`src/rtl/pipe_stage_buf.sv`:
```
// Elastic pipeline-stage register: DEPTH-entry circular buffer, valid/ready, synchronous flush; 1-cycle in-to-out latency.
// Backpressure: in_ready = not full, from registered state only (no out_ready pass-through).
module pipe_stage_buf #(
  parameter int              WIDTH  = 32,
  parameter int              DEPTH  = 2,
  parameter logic [WIDTH-1:0] BUBBLE = '0,
  localparam int             PW     = (DEPTH > 1) ? $clog2(DEPTH) : 1,
  localparam int             CW     = $clog2(DEPTH + 1)
) (
  input  logic             clk,
  input  logic             resetn,
  input  logic             flush,
  input  logic             in_valid,
  output logic             in_ready,
  input  logic [WIDTH-1:0] in_data,
  output logic             out_valid,
  input  logic             out_ready,
  output logic [WIDTH-1:0] out_data,
  output logic [CW-1:0]    count
);

  logic [WIDTH-1:0] mem [DEPTH];
  logic [PW-1:0]    wr_ptr;
  logic [PW-1:0]    rd_ptr;
  logic             push;
  logic             pop;

  assign in_ready  = (count != CW'(DEPTH));
  assign out_valid = (count != '0);
  assign out_data  = out_valid ? mem[rd_ptr] : BUBBLE;
  assign push      = in_valid & in_ready;
  assign pop       = out_valid & out_ready;

  // Explicit wrap so non-power-of-two depths stay inside the array.
  function automatic logic [PW-1:0] ptr_next(input logic [PW-1:0] p);
    return (p == PW'(DEPTH - 1)) ? '0 : p + PW'(1);
  endfunction

  always_ff @(posedge clk or negedge resetn) begin
    if (!resetn) begin
      wr_ptr <= '0;
      rd_ptr <= '0;
      count  <= '0;
    end else if (flush) begin
      wr_ptr <= '0;
      rd_ptr <= '0;
      count  <= '0;
    end else begin
      if (push) wr_ptr <= ptr_next(wr_ptr);
      if (pop)  rd_ptr <= ptr_next(rd_ptr);
      count <= count + CW'(push) - CW'(pop);
    end
  end

  always_ff @(posedge clk) begin
    if (push && !flush) mem[wr_ptr] <= in_data;
  end

endmodule

```
`config.mk`:
```
export PLATFORM = sky130hd
export DESIGN_NAME = pipe_stage_buf
export DESIGN_NICKNAME = d
export VERILOG_FILES = /design/src/rtl/pipe_stage_buf.sv
export SDC_FILE = /design/constraint.sdc
export NUM_CORES = 1
export LEC_CHECK = 0
export CELL_PAD_IN_SITES_DETAIL_PLACEMENT = 1
export CELL_PAD_IN_SITES_GLOBAL_PLACEMENT = 2
export CORE_ASPECT_RATIO = 1.5
export CORE_MARGIN = 2
export CORE_UTILIZATION = 30
export CTS_CLUSTER_DIAMETER = 80
export CTS_CLUSTER_SIZE = 10
export DETAILED_ROUTE_END_ITERATION = 8
export HOLD_SLACK_MARGIN = 0.05
export PLACE_DENSITY_LB_ADDON = 0.1
export RECOVER_POWER = 25
export SKIP_LAST_GASP = 1
export SYNTH_ARGS = -nofsm -noshare
export SYNTH_HDL_FRONTEND = slang
export SYNTH_SLANG_ARGS = --single-unit
export TNS_END_PERCENT = 30
```
`constraint.sdc`:
```
create_clock -name clk -period 6.7 [get_ports clk]
set_input_delay 0.67 -clock clk [delete_from_list [all_inputs] [get_ports clk]]
set_output_delay 0.67 -clock clk [all_outputs]
set_load 0.01 [all_outputs]
```
# After elaboration in Yosys (flattened, before gate mapping)
# Memory sizes are Yosys's and may differ from the RTL's.
# Cells that the tools add are included.
[op_classes] addsub=4 n_eq_ne=1 n_mux=10 n_bitwise=2 n_reduce_logical=5
[ops] operator="$mux W32" n=1
[ops] operator="$mux W1" n=8
[ops] operator="$reduce_bool A2 Y1" n=3
[ops] operator="$add A1 B1 Y1 const B" n=2
[ops] operator="$add A2 B1 Y2" n=1
[ops] operator="$and A1 B1 Y1" n=2
[ops] operator="$mux W2" n=1
[ops] operator="$ne A2 B2 Y1 const B" n=1
[ops] operator="$sub A2 B1 Y2" n=1
[ops] operator="$logic_and A1 B1 Y1" n=1
[ops] operator="$logic_not A1 Y1" n=1
[totals] register_bits=4 ramBits=64 in_bits=37 out_inout_bits=36 memories=1
[memory_table] memory="mem" words=2 word_bits=32 read_ports=1 rd_clocked_by_memory_dff=0 write_ports=1 line_no="22" rtl="logic [WIDTH-1:0] mem [DEPTH];"

# Depth between registers and ports, before layout
# Gate-level depths: netlist of run 1.
[logic_depth] word_depth=5 depth_mapped=8 mapped_depth_nobuf=8

# Least setup slack after synthesis of run 1
# OpenSTA, ideal clock, no wires.
[synth_timing] path_kind="in2reg" startpoint="in in_valid" endpoint="mem mem[1][0], enable pin" setup_time_ns=0.468 arrival_time_ns=3.137 required_time_ns=6.232 setup_slack_ns=3.095 path_stages=2 path_cell_list="nand2_2 > nor3b_1"
[synth_between] elab_chain_cells=4
[synth_rtl] item="from (decl)" line_no="13" rtl="input logic in_valid,"
[synth_rtl] item="$and A1 B1 Y1" line_no="31" rtl="assign push = in_valid & in_ready;"
[synth_rtl] item="$logic_and A1 B1 Y1" line_no="56" rtl="if (push && !flush) mem[wr_ptr] <= in_data;"
[synth_rtl] item="$mux W1" line_no="56"
[synth_rtl] item="$mux W1 (not written as such)" line_no="56"
[synth_rtl] item="to (decl)" line_no="22"
# No other way between the ends.

# Worst setup path after layout of run 1
[layout_timing] startpoint="reg rd_ptr" endpoint="out out_data[17]"
[layout_between] elab_chain_cells=2
[layout_rtl] item="from (decl)" line_no="24" rtl="logic [PW-1:0] rd_ptr;"
[layout_rtl] item="from (signal assigned)" line_no="50" rtl="if (pop) rd_ptr <= ptr_next(rd_ptr);"
[layout_rtl] item="$mem_v2 Z2 W32"
[layout_rtl] item="$mux W32" line_no="30" rtl="assign out_data = out_valid ? mem[rd_ptr] : BUBBLE;"
[layout_rtl] item="to (decl)" line_no="18" rtl="output logic [WIDTH-1:0] out_data,"
# No other way between the ends.

==> results.sh, run 1 <==
export IMPL_fin_area_um2=3744
export IMPL_synth_most_common_cell="edfxtp_1"
export IMPL_synthesis_area_um2=2658
export IMPL_grt_pass1_vias=1793
export IMPL_cp_max_fo=33
export IMPL_postRouteAntennaNets=0
export IMPL_gp_congestion=0.6390
export IMPL_tightest_slew_ns=1.016
export IMPL_min_path_type="input pin to asynchronous set/reset pin"
export IMPL_antenna_found_initial=0
export IMPL_cts_sinks=68
export IMPL_drc=0
export IMPL_crit_type="register to primary output"
export IMPL_drt_iter0_markers=92
export IMPL_fillers=904
export IMPL_die_area_um2=9643
export IMPL_seq_area_frac_synth_pct=76.08
export IMPL_hold_buffers=0
export IMPL_clk_latency_ns=0.31
export IMPL_cts_tree="done"
export IMPL_finalSetupTns_ns=0
export IMPL_synth_edff_count=64
export IMPL_p_total_mw=1.444
export IMPL_numCtsBuffers=9
export IMPL_netlist_instances=160
export IMPL_ctsLongestPathBuffers=2
export IMPL_synthArstFlopShare_pct=5.882
export IMPL_coreArea_um2=8723
export IMPL_rows=42
export IMPL_end_kind="primary output"
export IMPL_start_util_pct=30.46
export IMPL_yosysUniqueCellTypes=20
export IMPL_drv_slew=0
export IMPL_relSlewSlack_pct=32.29
export IMPL_track_usage_pct=12.24
export IMPL_grt_overflow=0
export IMPL_path_clk_slew_ns=0.05
export IMPL_wl_per_cell_um=15.36
export IMPL_io_pins=73
export IMPL_outcome="finished, final reports clean"
export IMPL_required_ns=6.03
export IMPL_skew_ns=0.005203
export IMPL_fmax_mhz=340.6
export IMPL_postCtsSetupBuffers=0
export IMPL_reg2reg_slack_ns=4.84
export IMPL_drive_above_1_share_pct=8.642
export IMPL_synth_seq_cells=68
export IMPL_ys_flop_type="edfxtp_1"
export IMPL_wirelength_um=5422
export IMPL_r2r_end="count[1]"
export IMPL_postPlaceCellArea_um2=3493
export IMPL_viasPerCell=4.428
export IMPL_leakage_nw=1.281
export IMPL_synth_nets=199
export IMPL_r2r_start="count[1]"
export IMPL_worst_r2r_path_depth=8
export IMPL_h_tree_depth=3
export IMPL_grt_max_degree=34
export IMPL_n_antenna_cell=0
export IMPL_die_width_um=80.85
export IMPL_cts_resized_gates=0
export IMPL_syn_avg_cell_area_um2=16.61
export IMPL_nNetsFinal=278
export IMPL_synth_area_top_cells="edfxtp_1 (72%), mux2i_1 (12%), nor2_1 (4.9%)"
export IMPL_crit_path_start_kind="register"
export IMPL_root_buffer="clkbuf_16"
export IMPL_crit_arrival_ns=2.27
export IMPL_post_route_period_util_pct=43.81
export IMPL_io_buffers=72
export IMPL_yosys_top_cells_count="edfxtp_1 (64), nor2_1 (35), mux2i_1 (32), dfrtp_1 (4)"
export IMPL_grt_pass1_wl_um=8618
export IMPL_firstDrtPassIters=4
export IMPL_syn_to_final_growth_pct=40.87
export IMPL_powerDensity_nw_per_um2=385.8
export IMPL_fp_dieH_um=119.3
export IMPL_setup_viol=0
export IMPL_finalHoldViolCount=0
export IMPL_rsz0062_at_grt="no"
export IMPL_vias=1563
export IMPL_synth_top_area_share_pct=72.32
export IMPL_max_vdd_ir_drop_mv=0.2694
export IMPL_drv_cap=0
export IMPL_yosys_warnings=0
export IMPL_fin_crit_ns=2.936
export IMPL_place_detailed_hpwl_um=3628
export IMPL_synth_top_area_cell="edfxtp_1"
metrics by stage:
stage,instances,hold WS [ns],util [%],setup slack (ns)
after floorplan,160,0.3744,-,3.095
after global placement,338,0.6089,40.05,4.083
after detailed placement,338,0.6581,40.05,4.018
after CTS,353,0.5553,42.91,3.660
after global routing,353,0.6315,42.91,3.582
final,353,0.6367,42.91,3.764
where the power goes:
part	switching [mW]	internal, mW	leakage [nW]
Clock	0.147	0.244	0.124
Sequential	0.0575	0.515	0.637
Combinational	0.213	0.268	0.519
how the worst max path moves through the flow:
stage | end | slack [ns] | startpoint
2_1_floorplan | mem[1][0] | 3.09 | in_valid
3_3_place_gp | out_data[30] | 4.08 | rd_ptr
3_5_place_dp | out_data[30] | 4.02 | rd_ptr
4_1_cts | out_data[17] | 3.66 | rd_ptr
5_1_grt | out_data[30] | 3.58 | rd_ptr
6_report | out_data[17] | 3.76 | rd_ptr
metal layers:
| layer | track usage, % | wire length [µm] |
|---|---|---|
| met3 | 3.788 | 230 |
| met1 | 13.10 | 2119 |
| met5 | 0 | 0 |
| met2 | 21.54 | 2977 |
| met4 | 5.403 | 95 |
final cells by class:
| type | instances | area [µm²] | share of cell area [%] |
|---|---|---|---|
| clock buffers | 11 | 232.7 | 6.217 |
| clock inverters | 4 | 17.52 | 0.4679 |
| inverters | 3 | 11.26 | 0.3008 |
| multi-input cells | 82 | 578.1 | 15.44 |
| flip-flops and latches | 68 | 2023 | 54.04 |
| well taps | 110 | 137.6 | 3.676 |
| repair buffers | 75 | 743.2 | 19.85 |
state kept, by name (all words and copies together), names as in the netlist:
name and cells:
wr_ptr 1, count 2, rd_ptr 1, mem 64
cell families (layout without fill, tap and decap cells):
group | after synthesis | after routing | synth area share, %
adders and majority gates | 2 | 2 | 0.9415
and+or+nand+nor | 44 | 44 | 7.110
AOI/OAI and AO/OA | 1 | 1 | 0.1881
DFF | 68 | 68 | 76.08
xor gates and xnor gates | 2 | 2 | 0.6593
muxes | 33 | 33 | 12.48
buffers and inverters | 10 | 93 | 2.542
worst max-delay path, stage by stage, from the launching register on:
cell	delay [ns]
dfrtp_2	1.03
mux2i_1	0.20
nor2_1	0.15
clkdlybuf4s50_1	0.56
cells in the final DEF, fill, tap and decap left out, types with 3 or more instances in the layout:
cell	netlist	routed
nor2_1	35	35
clkdlybuf4s50_1	0	51
clkbuf_16	0	9
dlygate4sd3_1	0	21
edfxtp_1	64	64
mux2i_1	32	32
dfrtp_1	4	3
buf_4	1	3
Note: power is estimated with default switching activity, not from simulation.
==> inputs of run 2 (changes only) <==
==> constraint.sdc (replaced) <==
create_clock -name clk -period 2.7 [get_ports clk]
set_input_delay 0.27 -clock clk [delete_from_list [all_inputs] [get_ports clk]]
set_output_delay 0.27 -clock clk [all_outputs]
set_load 0.01 [all_outputs]
==> results.sh, run 2 (synthesis gave the netlist of run 1 again) <==
export IMPL_rows=42
export IMPL_viasPerCell=4.421
export IMPL_powerDensity_nw_per_um2=961.0
export IMPL_h_tree_depth=3
export IMPL_wirelength_um=5521
export IMPL_drc=0
export IMPL_drt_iter0_markers=82
export IMPL_max_vdd_ir_drop_mv=0.5493
export IMPL_place_ws_ns=0.6415
export IMPL_largestRegisters="mem (64), count (2)"
export IMPL_largest_register_ff_count=64
export IMPL_cts_tree="done"
export IMPL_reg2reg_slack_ns=0.83
export IMPL_r2r_end="count[1]"
export IMPL_fin_crit_ns=2.351
export IMPL_wl_met3_um=330
export IMPL_finalSetupTns_ns=0
export IMPL_die_width_um=80.85
export IMPL_cts_resized_gates=0
export IMPL_grt_overflow=0
export IMPL_io_buffers=72
export IMPL_worst_r2r_path_depth=8
export IMPL_coreArea_um2=8723
export IMPL_tightest_slew_ns=0.4861
export IMPL_fp_dieH_um=119.3
export IMPL_path_clk_slew_ns=0.05
export IMPL_largest_register="mem"
export IMPL_crit_type="register to primary output"
export IMPL_ctsLongestPathBuffers=2
export IMPL_rsz0062_at_grt="no"
export IMPL_cts_sinks=68
export IMPL_p_sw_share_pct=29.37
export IMPL_postCtsSetupBuffers=0
export IMPL_skew_ns=0.003317
export IMPL_required_ns=2.43
export IMPL_wl_met2_um=2925
export IMPL_netSwitchingPower_mw=1.072
export IMPL_nNetsFinal=283
export IMPL_comb_power_share_pct=35.0
export IMPL_cp_max_fo=17
export IMPL_leakage_nw=1.308
export IMPL_grt_pass1_wl_um=8790
export IMPL_start_util_pct=30.46
export IMPL_mostFrequentLayoutCells="edfxtp_1 (64), clkdlybuf4s50_1 (51), nor2_1 (35), mux2i_1 (32), dlygate4sd3_1 (21)"
export IMPL_root_buffer="clkbuf_16"
export IMPL_vias=1587
export IMPL_crit_arrival_ns=2.08
export IMPL_outcome="finished, final reports clean"
export IMPL_end_kind="primary output"
export IMPL_syn_to_final_growth_pct=42.89
export IMPL_utilization_pct=43.53
export IMPL_drv_cap=0
export IMPL_place_detailed_hpwl_um=3966
export IMPL_track_usage_pct=12.60
export IMPL_p_seq_share_pct=37.5
export IMPL_drv_slew=0
export IMPL_fmax_mhz=425.4
export IMPL_setup_viol=0
export IMPL_crit_path_start_kind="register"
export IMPL_hold_buffers=0
export IMPL_post_route_period_util_pct=87.06
export IMPL_routed_top_layer="met4"
export IMPL_io_pins=73
export IMPL_relSlewSlack_pct=67.60
export IMPL_wl_per_cell_um=15.38
export IMPL_n_antenna_cell=0
export IMPL_die_area_um2=9643
export IMPL_internal_power_mw=2.578
export IMPL_gp_congestion=0.6190
export IMPL_r2r_start="count[1]"
export IMPL_finalHoldViolCount=0
export IMPL_antenna_found_initial=0
export IMPL_min_path_type="input pin to asynchronous set/reset pin"
export IMPL_clkPwrFrac_pct=27.5
export IMPL_layout_setup_ws_ns=0.3494
export IMPL_grt_max_degree=20
export IMPL_postRouteAntennaNets=0
export IMPL_clk_latency_ns=0.32
export IMPL_layout_commonest_cell="edfxtp_1"
export IMPL_grt_pass1_vias=1734
export IMPL_numCtsBuffers=9
export IMPL_drive_above_1_share_pct=10.84
export IMPL_wl_met1_um=2179
export IMPL_firstDrtPassIters=4
==> run 2: worst max path at each step <==
stage / from / to / slack (ns) / cells past startpoint
after detailed placement: rd_ptr / out_data[21] / 0.64 / 4
after CTS: rd_ptr / out_data[21] / 0.28 / 4
after floorplan: count[0] / mem[0][0] / -0.68 / 3
final: rd_ptr / out_data[21] / 0.35 / 4
after global routing: rd_ptr / out_data[11] / 0.16 / 4
after global placement: rd_ptr / out_data[11] / 0.68 / 4
==> run 2: per-stage QoR <==
stage / total power [mW] / cell area (µm²) / hold slack (ns) / cells
floorplan: 2.026 / 2663 / -0.02559 / 160
global placement: 2.675 / 3537 / 0.4978 / 343
detailed placement: 2.701 / 3537 / 0.4956 / 343
CTS: 3.728 / 3797 / 0.1432 / 359
global route: 3.864 / 3797 / 0.2234 / 359
finish: 3.649 / 3797 / 0.2241 / 359
==> run 2: routing by layer <==
| layer | up-vias | GRT usage (%) |
|---|---|---|
| li1 | 751 | - |
| met1 | 776 | 13.73 |
| met2 | 52 | 21.07 |
| met3 | 8 | 4.545 |
| met4 | 0 | 6.356 |
| met5 | - | 0 |
==> run 2: cell type report <==
type | instances | area, µm²
flip-flops and latches | 68 | 2023
clock buffers | 10 | 229.0
multi-input cells | 82 | 584.3
clock inverters | 6 | 31.28
inverters | 3 | 11.26
repair buffers | 80 | 780.7
well taps | 110 | 137.6
fillers | 914 | 4926
==> run 2: power groups by stage <==
stage / sequential (mW) / clock (mW) / combinational [mW]
2_1_floorplan: 1.34 / 0 / 0.684
3_3_place_gp: 1.38 / 0 / 1.29
3_5_place_dp: 1.39 / 0 / 1.31
4_1_cts: 1.37 / 1.04 / 1.32
5_1_grt: 1.39 / 1.09 / 1.39
6_report: 1.37 / 1.00 / 1.28
==> run 2: critical path: stages, from the launching register on <==
cell and delay (ns):
dfrtp_2 0.67, buf_4 0.32, mux2i_1 0.23, nor2_1 0.06, clkdlybuf4s50_1 0.48
==> inputs of run 3 (changes only) <==
--- a/config.mk
+++ b/config.mk
@@ -13,6 +13,7 @@
 export CTS_CLUSTER_DIAMETER = 80
 export CTS_CLUSTER_SIZE = 10
 export DETAILED_ROUTE_END_ITERATION = 8
+export DONT_BUFFER_PORTS = 1
 export HOLD_SLACK_MARGIN = 0.05
 export PLACE_DENSITY_LB_ADDON = 0.1
 export RECOVER_POWER = 25
==> results.sh, run 3 (synthesis gave the netlist of run 1 again) <==
export IMPL_finalHoldViolCount=0
export IMPL_drv_cap=0
export IMPL_start_util_pct=30.46
export IMPL_fmax_mhz=530.6
export IMPL_h_tree_depth=3
export IMPL_rows=42
export IMPL_crit_path_start_kind="register"
export IMPL_outcome="finished, final reports clean"
export IMPL_coreArea_um2=8723
export IMPL_firstDrtPassIters=4
export IMPL_largestRegisters="mem (64), count (2)"
export IMPL_post_route_period_util_pct=69.80
export IMPL_fp_dieH_um=119.3
export IMPL_place_ws_ns=0.7913
export IMPL_nNetsFinal=241
export IMPL_ff_latch_area_um2=2023
export IMPL_required_ns=2.43
export IMPL_p_total_mw=3.150
export IMPL_root_buffer="clkbuf_16"
export IMPL_skew_ns=0.006112
export IMPL_drc=0
export IMPL_max_vdd_ir_drop_mv=0.3989
export IMPL_hold_buffers=34
export IMPL_drive_above_1_share_pct=10.68
export IMPL_clk_latency_ns=0.32
export IMPL_instances_no_fill=316
export IMPL_grt_pass1_vias=1645
export IMPL_utilization_pct=38.86
export IMPL_cts_resized_gates=0
export IMPL_drv_slew=0
export IMPL_setup_viol=0
export IMPL_powerDensity_nw_per_um2=929.3
export IMPL_cp_max_fo=18
export IMPL_relSlewSlack_pct=65.61
export IMPL_crit_arrival_ns=1.61
export IMPL_layout_setup_ws_ns=0.8154
export IMPL_gp_congestion=0.6052
export IMPL_finalSetupTns_ns=0
export IMPL_grt_overflow=0
export IMPL_wl_per_cell_um=15.62
export IMPL_fin_area_um2=3390
export IMPL_multi_input_area_um2=584.3
export IMPL_fin_crit_ns=1.885
export IMPL_ctsLongestPathBuffers=2
export IMPL_io_buffers=0
export IMPL_drt_iter0_markers=32
export IMPL_largest_register="mem"
export IMPL_fillers=907
export IMPL_n_antenna_cell=0
export IMPL_grt_max_degree=34
export IMPL_layout_commonest_cell="edfxtp_1"
export IMPL_postPlaceCellArea_um2=2799
export IMPL_postCtsSetupBuffers=0
export IMPL_largest_register_ff_count=64
export IMPL_postRouteAntennaNets=0
export IMPL_io_pins=73
export IMPL_track_usage_pct=11.33
export IMPL_cts_tree="done"
export IMPL_grt_pass1_wl_um=7879
export IMPL_wirelength_um=4937
export IMPL_die_width_um=80.85
export IMPL_tightest_slew_ns=0.5159
export IMPL_numCtsBuffers=9
export IMPL_crit_type="register to primary output"
export IMPL_antenna_found_initial=0
export IMPL_path_clk_slew_ns=0.05
export IMPL_rsz0062_at_grt="no"
export IMPL_place_detailed_hpwl_um=3253
export IMPL_min_path_type="input pin to register"
export IMPL_die_area_um2=9643
export IMPL_mostFrequentLayoutCells="edfxtp_1 (64), nor2_1 (35), dlygate4sd3_1 (34), mux2i_1 (32), clkbuf_16 (9)"
export IMPL_timing_hold_ws_ns=0.1871
export IMPL_placed_cells=267
export IMPL_syn_to_final_growth_pct=27.54
export IMPL_end_kind="primary output"
export IMPL_leakage_nw=1.159
export IMPL_vias=1418
export IMPL_cts_sinks=68
export IMPL_reg2reg_slack_ns=0.82
export IMPL_viasPerCell=4.487
run 3: worst max-delay path: stages, from the launching register on:
cell     delay [ns]
dfrtp_2        0.68
buf_12         0.25
mux2i_1        0.24
nor2_1         0.10
run 3: area by class of cell:
cell class	instances	share of cell area, %
well taps	110	4.061
clock inverters	4	0.5168
flip-flops and latches	68	59.69
clock buffers	11	6.866
repair buffers	38	11.30
inverters	3	0.3322
multi-input cells	82	17.24
run 3: worst paths after layout:
check                           startpoint            to  depth (start not counted)
min in group asynchronous           resetn      count[1]                          1
worst max-delay path                rd_ptr  out_data[11]                          3
max in group asynchronous           resetn        rd_ptr                          1
worst min-delay path                 flush        wr_ptr                          2
worst min register to register      wr_ptr        wr_ptr                          2
worst max register to register    count[1]      count[1]                          8
run 3: layer usage:
metal	vias to the layer above	routed length [µm]	GRT usage, %
li1	665	-	-
met1	697	1779	11.09
met2	50	2761	20.51
met3	6	304	3.939
met4	0	92	5.403
met5	-	0	0
run 3: report_power, final:
part           leakage [nW]  internal, mW  switching, mW  total (mW)
registers             0.637          1.28         0.0988        1.38
logic                 0.398         0.287          0.517       0.804
clock network         0.124         0.605          0.364       0.969
==> variant, RTL diff (settings of run 1) <==
Set the parameter `WIDTH` to 16 (it was 32).
--- a/src/rtl/pipe_stage_buf.sv
+++ b/src/rtl/pipe_stage_buf.sv
@@ -2,5 +2,5 @@
 // Backpressure: in_ready = not full, from registered state only (no out_ready pass-through).
 module pipe_stage_buf #(
-  parameter int              WIDTH  = 32,
+  parameter int              WIDTH  = 16,
   parameter int              DEPTH  = 2,
   parameter logic [WIDTH-1:0] BUBBLE = '0,
Ports: changed (resized in_data and out_data); port bits go from 73 to 41. No check against the original RTL was run, so the function may have changed too.
==> variant against run 1 <==
Sequential power is 46% lower. Clock power down 64%. Wire length down 51%. Largest cell class unchanged. Synthesized area decreased by 45%. Register-to-register slack barely moved. Highest routed layer unchanged. Critical path depth stayed put. Power decreased by 50%. Setup slack improved by 180 ps. Cell area shrank 46%. Count of clock-buffer cells in the layout shrank 4. Sequential cell count down 32.
==> variant: results (changes against run 1) <==
The number of optimization iterations in the first detailed-route pass came out at 3 (was 4). The worst voltage drop across the vdd grid was 0.0001549 V (was 0.0002694 V). The amount of wire on met3 after detailed routing is 182 µm (was 230 µm). The worst slew slack as a fraction of its limit is 0.3853 (was 0.3229).

The met1 layer usage reported by global route was 0.1093 (was 0.1310). The arrival time of the worst setup path came out at 2090 ps (was 2270 ps). The critical-path cell with the highest stage delay was dfrtp_1 (was dfrtp_2). The maximum net fanout on the critical path came out at 17 (was 33).

The placed instance area came out at 1938 µm² (was 3493 µm²). The number of nets at the end of the flow came out at 161 (was 278). The met3 track utilization from global routing was 0.04342 (was 0.03788).

The clock transition time at the flip-flop clock pins of the worst setup and hold paths is 60 ps. The routed length on met1 came out at 899 µm (was 2.119 mm). The number of buffers on the longest clock path came to 2 (unchanged). The detail-routed net length per standard cell came out at 13.07 µm (was 15.36 µm). Largest registers: mem x32, count x2 (was mem x64, count x2).

The detailed route wirelength on metal2 is 1.531 mm (was 2.977 mm). The clock latency of the later-clocked register in the worst-skew pair came out at 280 ps (was 310 ps). The count of filler cells inserted in the layout came out at 509 (was 904).

The number of distinct standard cells referenced by the synthesized netlist came out at 19 (was 20). The clock buffer count from CTS came out at 5 (was 9). The largest net degree at the start of global routing is 18 (was 34). The routability congestion estimate from global placement came out at 0.6024 (was 0.6390). The worst reg2reg path depth is 8 (unchanged). The root cell of the clock tree is clkbuf_8 (was clkbuf_16). The delay of the slowest critical-path stage is 950 ps (was 1030 ps). The routing usage on met2 was 0.2082 (was 0.2154). The number of global-route vias before repair came out at 931 (was 1793). The fraction of layout cells with a size suffix above 1 is 0.09353 (was 0.08642). The wire length of the first global-routing pass came out at 4.347 mm (was 8.618 mm). The clock skew came out at 2.767 ps (was 5.203 ps). The number of DRC markers in iteration 0 came to 15 (was 92). The number of enable-type register cells in the synthesized netlist came to 32 (was 64). The post-placement setup slack is 4170 ps (was 4018 ps). The final standard cell area without fillers is 2018 µm² (was 3744 µm²). The static leakage is 0.7143 nW (was 1.281 nW).

The half-perimeter wire length after detailed placement is 1.944 mm (was 3.628 mm). The share of async-settable or async-resettable flops after synthesis is 0.1111 (was 0.05882). The global-route usage over all layers came out at 0.1151 (was 0.1224). The number of max-capacitance violations reported is 0 (unchanged). Result of the run: finished clean (unchanged).

Most used standard cells in the synthesized netlist: edfxtp_1 (32), nor2_1 (19), mux2i_1 (16) (was edfxtp_1 (64), nor2_1 (35), mux2i_1 (32)). The number of levels in the clock H-tree is 2 (was 3). The switching power came out at 0.2196 mW (was 0.4175 mW). The via count of the routed design is 872 (was 1563). The fraction of the yosys area taken by sequential cells came out at 0.7266 (was 0.7608). Ranking of synthesized cells by area: edfxtp_1 (66%), mux2i_1 (11%), dfrtp_1 (6.9%) (was edfxtp_1 (72%), mux2i_1 (12%), nor2_1 (4.9%)). The synthesized netlist net count was 115 (was 199). The port buffer count came out at 40 (was 72).
==> variant: changes by cell type after synthesis, moves of 3 or more <==
cell,change
buf_2,-3
edfxtp_1,-32
mux2i_1,-16
nor2_1,-16
==> variant: cell type report <==
type | count | area share
Inverter | 3 | 0.005580
Clock inverter | 1 | 0.001860
Sequential cell | 36 | 0.5257
Multi-Input combinational cell | 50 | 0.1823
Tap cell | 66 | 0.04092
Timing Repair Buffer | 42 | 0.2058
Clock buffer | 7 | 0.03782
==> variant: through the flow <==
step / cells / power (mW)
6_report: 205 / 0.7199
3_5_place_dp: 197 / 0.5949
4_1_cts: 205 / 0.7377
3_3_place_gp: 197 / 0.5899
5_1_grt: 205 / 0.7713
2_1_floorplan: 92 / 0.4529
==> variant: final timing paths <==
path | startpoint | endpoint | slack (ps)
min in group clk | wr_ptr | wr_ptr | 680
worst min-delay path | resetn | count[0] | 660
worst min register to register | wr_ptr | wr_ptr | 680
max in group asynchronous | resetn | rd_ptr | 5870
worst max register to register | count[1] | count[1] | 4850
worst max-delay path | rd_ptr | out_data[10] | 3940
==> variant: cell families after synthesis <==
group / count (synthesis) / synth area share
multiplexers: 17 / 0.1200
AO/OA/AOI/OAI: 1 / 0.003424
adder cells (fa/ha/maj): 2 / 0.01714
buffers and inverters: 6 / 0.02828
AND/OR/NAND/NOR: 28 / 0.09256
flip-flops: 36 / 0.7267
XOR/XNOR: 2 / 0.01200
==> variant: power by group through the flow <==
stage,sequential [mW],combinational [mW],clock [mW]
floorplan,0.292,0.160,0
global placement,0.311,0.279,0
detailed placement,0.314,0.281,0
CTS,0.309,0.282,0.146
global route,0.312,0.303,0.156
finish,0.307,0.273,0.140
==> variant: worst max-delay path: cells and delay by family (launching register included) <==
family	cells	cell delay (ps)
DFF	1	950
and+or+nand+nor	1	140
muxes	1	170
buffers and inverters	1	550
